$ cat src/rtl/sha256_msg_schedule.sv
// rtl/sha256_msg_schedule.sv - SHA-256 message schedule expander (16-word sliding window)
//
// Purpose:
//   Accepts one 512-bit block and emits the NUM_ROUNDS-word schedule W[0..NUM_ROUNDS-1],
//   one word per accepted beat, using a 16-word sliding window.
//
// Ports:
//   clk        in   1    clock, rising edge
//   rst_n      in   1    synchronous reset, active low
//   enable     in   1    global advance; low freezes all state
//   blk_valid  in   1    input block valid
//   blk_ready  out  1    block accepted when blk_valid & blk_ready
//   blk_data   in   512  W[0] in bits [511:480], W[15] in bits [31:0]
//   w_valid    out  1    schedule word valid
//   w_ready    in   1    consumer accepts w_data
//   w_data     out  32   current schedule word W[t]
//   w_last     out  1    high with w_valid on the final word
//   busy       out  1    high while a block is being expanded
//   w_idx      out  6    current index t (only with SCHED_IDX_OUT_EN defined)
//
// Configuration macro: SCHED_IDX_OUT_EN adds the w_idx output.

module sha256_msg_schedule #(
  parameter int WORD_WIDTH = 32,
  parameter int NUM_ROUNDS = 64,
  parameter int S0_R1      = 7,
  parameter int S0_R2      = 18,
  parameter int S0_SH      = 3,
  parameter int S1_R1      = 17,
  parameter int S1_R2      = 19,
  parameter int S1_SH      = 10
) (
  input  logic                    clk,
  input  logic                    rst_n,
  input  logic                    enable,
  input  logic                    blk_valid,
  output logic                    blk_ready,
  input  logic [16*WORD_WIDTH-1:0] blk_data,
  output logic                    w_valid,
  input  logic                    w_ready,
  output logic [WORD_WIDTH-1:0]   w_data,
  output logic                    w_last,
  output logic                    busy
`ifdef SCHED_IDX_OUT_EN
  ,
  output logic [5:0]              w_idx
`endif
);

  localparam int T_W = (NUM_ROUNDS > 1) ? $clog2(NUM_ROUNDS) : 1;

  typedef enum logic {
    S_IDLE = 1'b0,
    S_RUN  = 1'b1
  } state_e;

  state_e                r_state;
  state_e                w_state_nxt;
  logic [T_W-1:0]        r_t;
  logic [T_W-1:0]        w_t_nxt;
  logic [WORD_WIDTH-1:0] r_win [16];

  logic                  w_blk_acc;
  logic                  w_word_acc;
  logic                  w_t_is_last;
  logic [WORD_WIDTH-1:0] w_new_word;

  function automatic logic [WORD_WIDTH-1:0] rotr(input logic [WORD_WIDTH-1:0] x, input int n);
    return (x >> n) | (x << (WORD_WIDTH - n));
  endfunction

  function automatic logic [WORD_WIDTH-1:0] sig0(input logic [WORD_WIDTH-1:0] x);
    return rotr(x, S0_R1) ^ rotr(x, S0_R2) ^ (x >> S0_SH);
  endfunction

  function automatic logic [WORD_WIDTH-1:0] sig1(input logic [WORD_WIDTH-1:0] x);
    return rotr(x, S1_R1) ^ rotr(x, S1_R2) ^ (x >> S1_SH);
  endfunction

  assign w_t_is_last = (r_t == T_W'(NUM_ROUNDS - 1));

  // Window slot 15 after the shift holds W[t+16], which depends on W[t+14],
  // W[t+9], W[t+1] and W[t] -- slots 14, 9, 1 and 0 of the current window.
  assign w_new_word = sig1(r_win[14]) + r_win[9] + sig0(r_win[1]) + r_win[0];

  assign w_data = r_win[0];

  // Outputs are gated with rst_n so the reset cycle itself shows an idle
  // interface and no handshake can complete against a reset edge.
  always_comb begin
    w_state_nxt = r_state;
    w_t_nxt     = r_t;
    blk_ready   = 1'b0;
    w_valid     = 1'b0;
    w_last      = 1'b0;
    busy        = 1'b0;
    w_blk_acc   = 1'b0;
    w_word_acc  = 1'b0;
    case (r_state)
      S_IDLE: begin
        blk_ready = enable & rst_n;
        w_blk_acc = blk_ready & blk_valid;
        if (w_blk_acc) begin
          w_state_nxt = S_RUN;
          w_t_nxt     = '0;
        end
      end
      S_RUN: begin
        busy       = rst_n;
        w_valid    = enable & rst_n;
        w_last     = w_valid & w_t_is_last;
        w_word_acc = w_valid & w_ready;
        if (w_word_acc) begin
          if (w_t_is_last) begin
            w_state_nxt = S_IDLE;
            w_t_nxt     = '0;
          end else begin
            w_t_nxt = r_t + 1'b1;
          end
        end
      end
      default: begin
        w_state_nxt = S_IDLE;
        w_t_nxt     = '0;
      end
    endcase
  end

  always_ff @(posedge clk) begin
    if (!rst_n) begin
      r_state <= S_IDLE;
      r_t     <= '0;
    end else begin
      r_state <= w_state_nxt;
      r_t     <= w_t_nxt;
    end
  end

  always_ff @(posedge clk) begin
    if (!rst_n) begin
      for (int i = 0; i < 16; i++) begin
        r_win[i] <= '0;
      end
    end else if (w_blk_acc) begin
      for (int i = 0; i < 16; i++) begin
        r_win[i] <= blk_data[(16*WORD_WIDTH-1)-WORD_WIDTH*i -: WORD_WIDTH];
      end
    end else if (w_word_acc) begin
      for (int i = 0; i < 15; i++) begin
        r_win[i] <= r_win[i+1];
      end
      r_win[15] <= w_new_word;
    end
  end

`ifdef SCHED_IDX_OUT_EN
  assign w_idx = (r_state == S_RUN && rst_n) ? 6'(r_t) : 6'd0;
`endif

endmodule

$ cat config.mk
export PLATFORM = sky130hd
export DESIGN_NAME = sha256_msg_schedule
export DESIGN_NICKNAME = d
export VERILOG_FILES = /design/src/rtl/sha256_msg_schedule.sv
export SDC_FILE = /design/constraint.sdc
export NUM_CORES = 1
export LEC_CHECK = 0
export CORE_UTILIZATION = 45
export DETAILED_ROUTE_END_ITERATION = 7
export PLACE_DENSITY = 0.86
export SETUP_SLACK_MARGIN = 0.3
export SYNTH_ARGS = -nofsm -noshare
export SYNTH_HDL_FRONTEND = slang
export SYNTH_SLANG_ARGS = --single-unit
$ cat constraint.sdc
create_clock -name clk -period 8.6 [get_ports clk]
set_input_delay 0.86 -clock clk [delete_from_list [all_inputs] [get_ports clk]]
set_output_delay 0.86 -clock clk [all_outputs]
set_load 0.02 [all_outputs]
==> results of run 1 <==
==> power groups by stage <==
stage                     clock [mW]  combinational [mW]  sequential, mW
after detailed placement           0                2.41            3.16
after global routing            2.62                2.69            3.12
after global placement             0                2.40            3.15
after CTS                       2.53                2.44            3.11
final                           2.51                2.49            3.11
after floorplan                    0                1.49            3.13
==> metrics by stage <==
stage	cell area, um^2	power (mW)	utilization [%]	cells
floorplan	26400	4.62	-	2185
detailed placement	32200	5.57	55.7	3336
finish	34100	8.12	59.1	3448
global route	34100	8.44	59.0	3445
CTS	34100	8.08	59.0	3442
global placement	32200	5.55	55.7	3336
==> cell type report <==
type                       count  area [um^2]
timing repair buffer         567         5670
sequential                   519        15500
clock inverter                40          452
antenna                        6         15.0
multi-input combinational   1336         9520
inverter                     149          559
tap                          765          957
clock buffer                  66         1450
fill                        4544        23700
==> final timing paths <==
kind | from | end | cells after the start
setup / recovery | r_win[0][466] | r_win[0][509] | 17
hold / removal | r_win[0][399] | r_win[0][367] | 2
setup reg to reg | r_win[0][466] | r_win[0][509] | 17
hold reg to reg | r_win[0][399] | r_win[0][367] | 2
==> cell families (layout without fill, tap and decap cells) <==
family,after synthesis,after routing
compound gates,551,551
flops,519,519
simple gates,542,542
buf+inv,330,822
fa+ha+maj,94,94
xor+xnor,148,148
other cells,0,6
mux,1,1
==> worst reg2reg max path: stages, from the launching register on <==
cell	delay (ns)
edfxtp_1	0.49
xnor2_1	0.19
xnor2_1	0.23
fa_1	0.46
inv_1	0.08
fa_1	0.40
inv_1	0.08
ha_1	0.20
inv_1	0.08
fa_1	0.45
and2b_1	0.23
o211ai_1	0.17
o2111a_1	0.29
o21a_1	0.23
a311o_1	0.44
a21o_1	0.22
or4_1	0.40
nand3_1	0.10
==> cell usage in the layout, fill, tap and decap left out, types with 3 or more instances in the layout <==
cell | synthesis | routed
clkinv_1 | 0 | 7
and3_1 | 9 | 8
nand3_4 | 0 | 4
o21a_1 | 6 | 6
buf_12 | 0 | 3
a21oi_1 | 31 | 31
xor2_1 | 27 | 27
dfxtp_1 | 7 | 7
buf_4 | 32 | 13
o211ai_1 | 3 | 3
nand2b_1 | 5 | 5
nand3_1 | 99 | 95
clkinvlp_4 | 0 | 6
clkinv_2 | 0 | 12
diode_2 | 0 | 6
a21o_1 | 15 | 15
nor2_1 | 17 | 17
a31oi_1 | 9 | 9
o21ai_0 | 74 | 74
nand2_1 | 383 | 383
clkdlybuf4s50_1 | 0 | 551
a22o_1 | 292 | 292
inv_6 | 0 | 3
clkbuf_16 | 0 | 56
ha_1 | 32 | 32
nand4_1 | 10 | 10
and2_1 | 5 | 5
a21boi_0 | 103 | 103
a211oi_1 | 4 | 4
xnor2_1 | 121 | 121
clkbuf_1 | 125 | 9
nor3_1 | 4 | 4
bufinv_16 | 0 | 8
fa_1 | 62 | 62
inv_1 | 149 | 149
edfxtp_1 | 512 | 512
==> registers in the layout, indices dropped and copies added (netlist names) <==
signal   cells
r_win      512
r_t          6
r_state      1
==> layer usage <==
layer / GRT usage [%] / wire, um
met1: 38.8 / 35100
met2: 48.0 / 42700
met3: 7.24 / 8920
met4: 10.5 / 3390
met5: 0 / 61
==> results.tsv, run 1 <==
metric	value	unit
Max Slew Vio Count	0	
Die Area	59500	um^2
syn_nets	2796	
Critical Path RT	9.08	ns
worst path bufs/invs	3	
Residual DRC	0	
crit path kind	reg2reg	
type of the worst min-delay path	reg2reg	
Post-synth EDFFs	512	
clock slew at reported path FFs	0.06	ns
Psw	2.67	mW
first-pass GRT wire length	128000	um
TritonCTS buffer count	56	
root cell of the clock tree	clkbuf_16	
max incr delay on CP	0.49	ns
Crit path max-delay family	adder cells	
nets	3240	
All-Layer GR Usage	29.6	%
Mapped Cells	2185	
Comb pwr share	30.7	%
Slew headroom	21.3	%
Mean Syn Cell Area	12.1	um^2
Yosys top cell area share	58.3	%
Hold WS	0.513	ns
FP Rows	88	
Via density	5.71	
Synth Area in XOR/XNOR	4.92	%
Worst Skew	0.0111	ns
mux cell area share after synthesis	0.0380	%
final critical-path setup slack	3.74	ns
vias in the first global route	19200	
reg2reg setup slack	3.74	ns
Starting Density	45.6	%
setup violators final	0	
# hold bufs at CTS	0	
P&R area growth vs syn	29.5	%
Synth area leader	edfxtp_1	
drt pass-1 iters	5	
H-tree depth reported by CTS	2	
DR WL/cell	26.2	um
remaining global-route overflow	0	
Synth Flop Type	edfxtp_1	
antenna viol nets, final	0	
Sw Share	32.9	%
Clock Path Buffers	3	
setup TNS	0	ns
Starting DRT DRC Count	2029	
Ys Warns	0	
post-CTS setup buffers	0	
Top Ports	553	
Clock Power Share	30.9	%
PortBufs	552	
Distinct cells, synth	49	
largest net degree at the start of global routing	193	
worst path cell trace	xnor2_1 -> xnor2_1 -> fa_1 -> inv_1 -> fa_1 -> inv_1 -> ha_1 -> inv_1 -> fa_1 -> and2b_1 -> o211ai_1 -> o2111a_1 -> o21a_1 -> a311o_1 -> a21o_1 -> or4_1 -> nand3_1	
Setup WS pre-CTS	3.81	ns
Tmin final	4.86	ns
Tcrit/Tclk final	56.5	%
post-synthesis simple-gate area fraction	8.63	%
share of cells above drive strength 1	4.26	%
internal power	5.45	mW
pin slew with the least headroom to its limit	1.18	ns
CORE AREA	57800	um^2
Commonest cells post-synth	edfxtp_1, nand2_1, a22o_1, inv_1, clkbuf_1	
GPL Wtd Cong	0.957	
max-cap violation count	0	
FMAX	206	MHz
Synth Area in Compound Gates	16.1	%
Pwr Density	238	nW/um^2
leakage	13.1	nW
most common cell in the synthesized netlist	edfxtp_1	
setup repair after global routing missed its margin	no	
CP max stage cell	edfxtp_1	
Synth Cell Area	26400	um^2
post-CTS resize count	0	
Worst EP arrival	5.34	ns
asr flop ratio synth	0	%
status	finished clean	
Detail Placement HPWL	67700	um
clock latency on the worst-skew pair	0.62	ns
via count	19700	
drt total wl	90200	um
largest cells by area after synthesis	edfxtp_1, a22o_1, nand2_1	
final hold violation count	0	
initial antenna violation count	11	
#FFs+latches synth	519	
VDD IR max	0.167	mV
Crit. End Element	register	
Die X	244	um
clock sinks	519	
Flop pwr share	38.3	%
sequential share of the synthesized area	58.9	%
largest family of logic cells by synthesized area	compound AO/OA/AOI/OAI gates	
CTS tree	done	
Die Y	244	um
Crit Path Max Fanout	4	
Adder-Cell Fraction of Synth Area	6.23	%
Startpoint Class	register	
No activity file was read; power rests on OpenSTA's default activity.
==> inputs of run 2 (changes only) <==
PLACE_DENSITY = 0.83   (was 0.86)
clock period = 5 ns   (was 8.6 ns; I/O delays follow)
==> run 2 against run 1 <==
  * Largest power group unchanged
  * Die area is the same
  * Worst setup slack got worse by 3.3 ns
  * Critical path depth down 1
  * Final cell count rose by 0.64%
  * Via count decreased by 0.15%
  * First-iteration DRC count increased by 7.1%
  * Core utilization grew 0.45 points
  * Count of clock-buffer cells in the layout grew 6
  * Maximum frequency rose by 5.7%
  * Clock skew up 0.021 ns
  * Combinational power up 78%
  * Power increased by 70%
  * Critical endpoint unchanged
==> results.tsv, run 2 (synthesis results as in run 1) <==
metric	value	unit	change
# hold bufs at CTS	0		unchanged
PortBufs	552		unchanged
setup violators final	0		unchanged
fillers	4584		+0.88%
Worst Skew	0.0318	ns	+0.0207 ns
Crit Path Max Fanout	4		unchanged
largest net degree at the start of global routing	183		-5.2%
setup repair after global routing missed its margin	no		
first-pass GRT wire length	128000	um	-0.54%
GPL Wtd Cong	0.964		+0.76%
status	finished clean		
root cell of the clock tree	clkbuf_16		
drt total wl	90700	um	+0.53%
TritonCTS buffer count	55		-1.8%
Hold WS	0.443	ns	-0.0699 ns
clock latency on the worst-skew pair	0.61	ns	about the same
DR WL/cell	26.1	um	-0.11%
Comb pwr share	32.0	%	+1.3 points
nets	3263		+0.71%
final hold violation count	0		unchanged
Startpoint Class	register		
initial antenna violation count	13		+2
CTS tree	done		
Top Ports	553		unchanged
setup TNS	0	ns	unchanged
clock sinks	519		unchanged
Placement Cell Area	32500	um^2	+0.89%
Sw Share	32.9	%	about the same
vias in the first global route	19100		-0.68%
Via density	5.67		-0.79%
antenna viol nets, final	0		unchanged
Clock Path Buffers	3		unchanged
Starting Density	45.6	%	unchanged
drt pass-1 iters	8		+3
crit path kind	reg2reg		
Flop pwr share	38.6	%	+0.3 points
Critical Path RT	5.47	ns	-3.61 ns
All-Layer GR Usage	29.7	%	+0.080 points
Residual DRC	0		unchanged
CORE AREA	57800	um^2	unchanged
top flop regs	r_win x512, r_t x6, r_state x1		
clock slew at reported path FFs	0.07	ns	about the same
design area	34400	um^2	+0.77%
Die Y	244	um	unchanged
VDD IR max	0.268	mV	+60%
leakage	13.2	nW	+0.94%
Max Slew Vio Count	0		unchanged
Total Power	13.8	mW	+70%
Tmin final	4.60	ns	-0.260 ns
via count	19700		-0.15%
Worst EP arrival	5.07	ns	-0.27 ns
Psw	4.54	mW	+70%
Clock Power Share	29.3	%	-1.6 points
largest reg by FF count	r_win		
Tcrit/Tclk final	92.0	%	+36 points
max-cap violation count	0		unchanged
most common cell after layout, fill and taps aside	clkdlybuf4s50_1		
share of cells above drive strength 1	5.34	%	+1.1 points
Slew headroom	36.3	%	+15 points
H-tree depth reported by CTS	2		unchanged
remaining global-route overflow	0		unchanged
Die X	244	um	unchanged
pin slew with the least headroom to its limit	0.955	ns	-0.225 ns
Min-Delay Path Depth	2		unchanged
P&R area growth vs syn	30.5	%	
Pwr Density	402	nW/um^2	+69%
FP Rows	88		unchanged
R2R depth	16		-1
Crit. End Element	register		
Die Area	59500	um^2	unchanged
type of the worst min-delay path	in2reg		
max reg flops	512		unchanged
Starting DRT DRC Count	2174		+7.1%
Detail Placement HPWL	69000	um	+2.0%
FMAX	217	MHz	+5.7%
internal power	9.27	mW	+70%
most frequent cells in the layout	clkdlybuf4s50_1, edfxtp_1, nand2_1		
==> run 2: metrics by stage <==
stage	instances	utilization, %	setup slack [ns]
5_1_grt	3467	59.5	0.299
3_5_place_dp	3357	56.2	0.194
3_3_place_gp	3357	56.2	0.210
6_report	3470	59.5	0.398
2_1_floorplan	2185	-	0.661
4_1_cts	3463	59.4	0.309
==> run 2: timing repair <==
action	4_1_cts	5_1_grt
endpoints found under the setup margin	2	14
gates resized for setup	1	13
pin swaps	3	5
buffers inserted	3	0
==> run 2: path summary, 6_finish.rpt <==
check / endpoint / from / slack [ns]
hold / removal: r_t[3] / rst_n / 0.44
setup / recovery: r_win[0][509] / r_win[0][467] / 0.40
hold reg to reg: r_win[0][328] / r_win[0][360] / 0.50
setup reg to reg: r_win[0][509] / r_win[0][467] / 0.40
==> run 2: layout make-up <==
type                            count  area (um^2)  share of cell area, %
Inverter                          149          559                   1.63
Timing Repair Buffer              591         5980                   17.4
Antenna cell                        7         17.5                 0.0509
Clock buffer                       72         1500                   4.36
Tap cell                          765          957                   2.78
Clock inverter                     31          277                  0.804
Multi-Input combinational cell   1336         9600                   27.9
Sequential cell                   519        15500                   45.1
==> run 2: critical path, cell delays in order (launching register included) <==
cell      delay [ns]
edfxtp_1        0.49
xor2_1          0.19
xnor2_1         0.21
fa_1            0.42
fa_1            0.49
inv_2           0.08
ha_4            0.14
inv_1           0.06
fa_2            0.39
and2b_1         0.21
o211ai_1        0.15
o2111a_1        0.28
o21a_1          0.24
a311o_1         0.36
a21o_1          0.24
or4_1           0.40
nand3_1         0.10
==> run 2: power by group through the flow <==
stage	sequential, mW	combinational [mW]	clock [mW]
CTS	5.33	4.27	4.10
finish	5.34	4.42	4.05
global route	5.36	4.78	4.25
detailed placement	5.42	4.21	0
global placement	5.41	4.19	0
floorplan	5.35	2.57	0
==> run 2: per-layer routing <==
| metal | track usage, % | up-vias | routed length (um) | part of all wire [%] |
|---|---|---|---|---|
| met2 | 48.1 | 1068 | 43400 | 48 |
| met1 | 38.5 | 9607 | 35000 | 39 |
| met3 | 7.53 | 169 | 8950 | 9.9 |
| met4 | 11.0 | 8 | 3250 | 3.6 |
| met5 | 0 | - | 49 | 0.054 |
| li1 | - | 8814 | - | - |
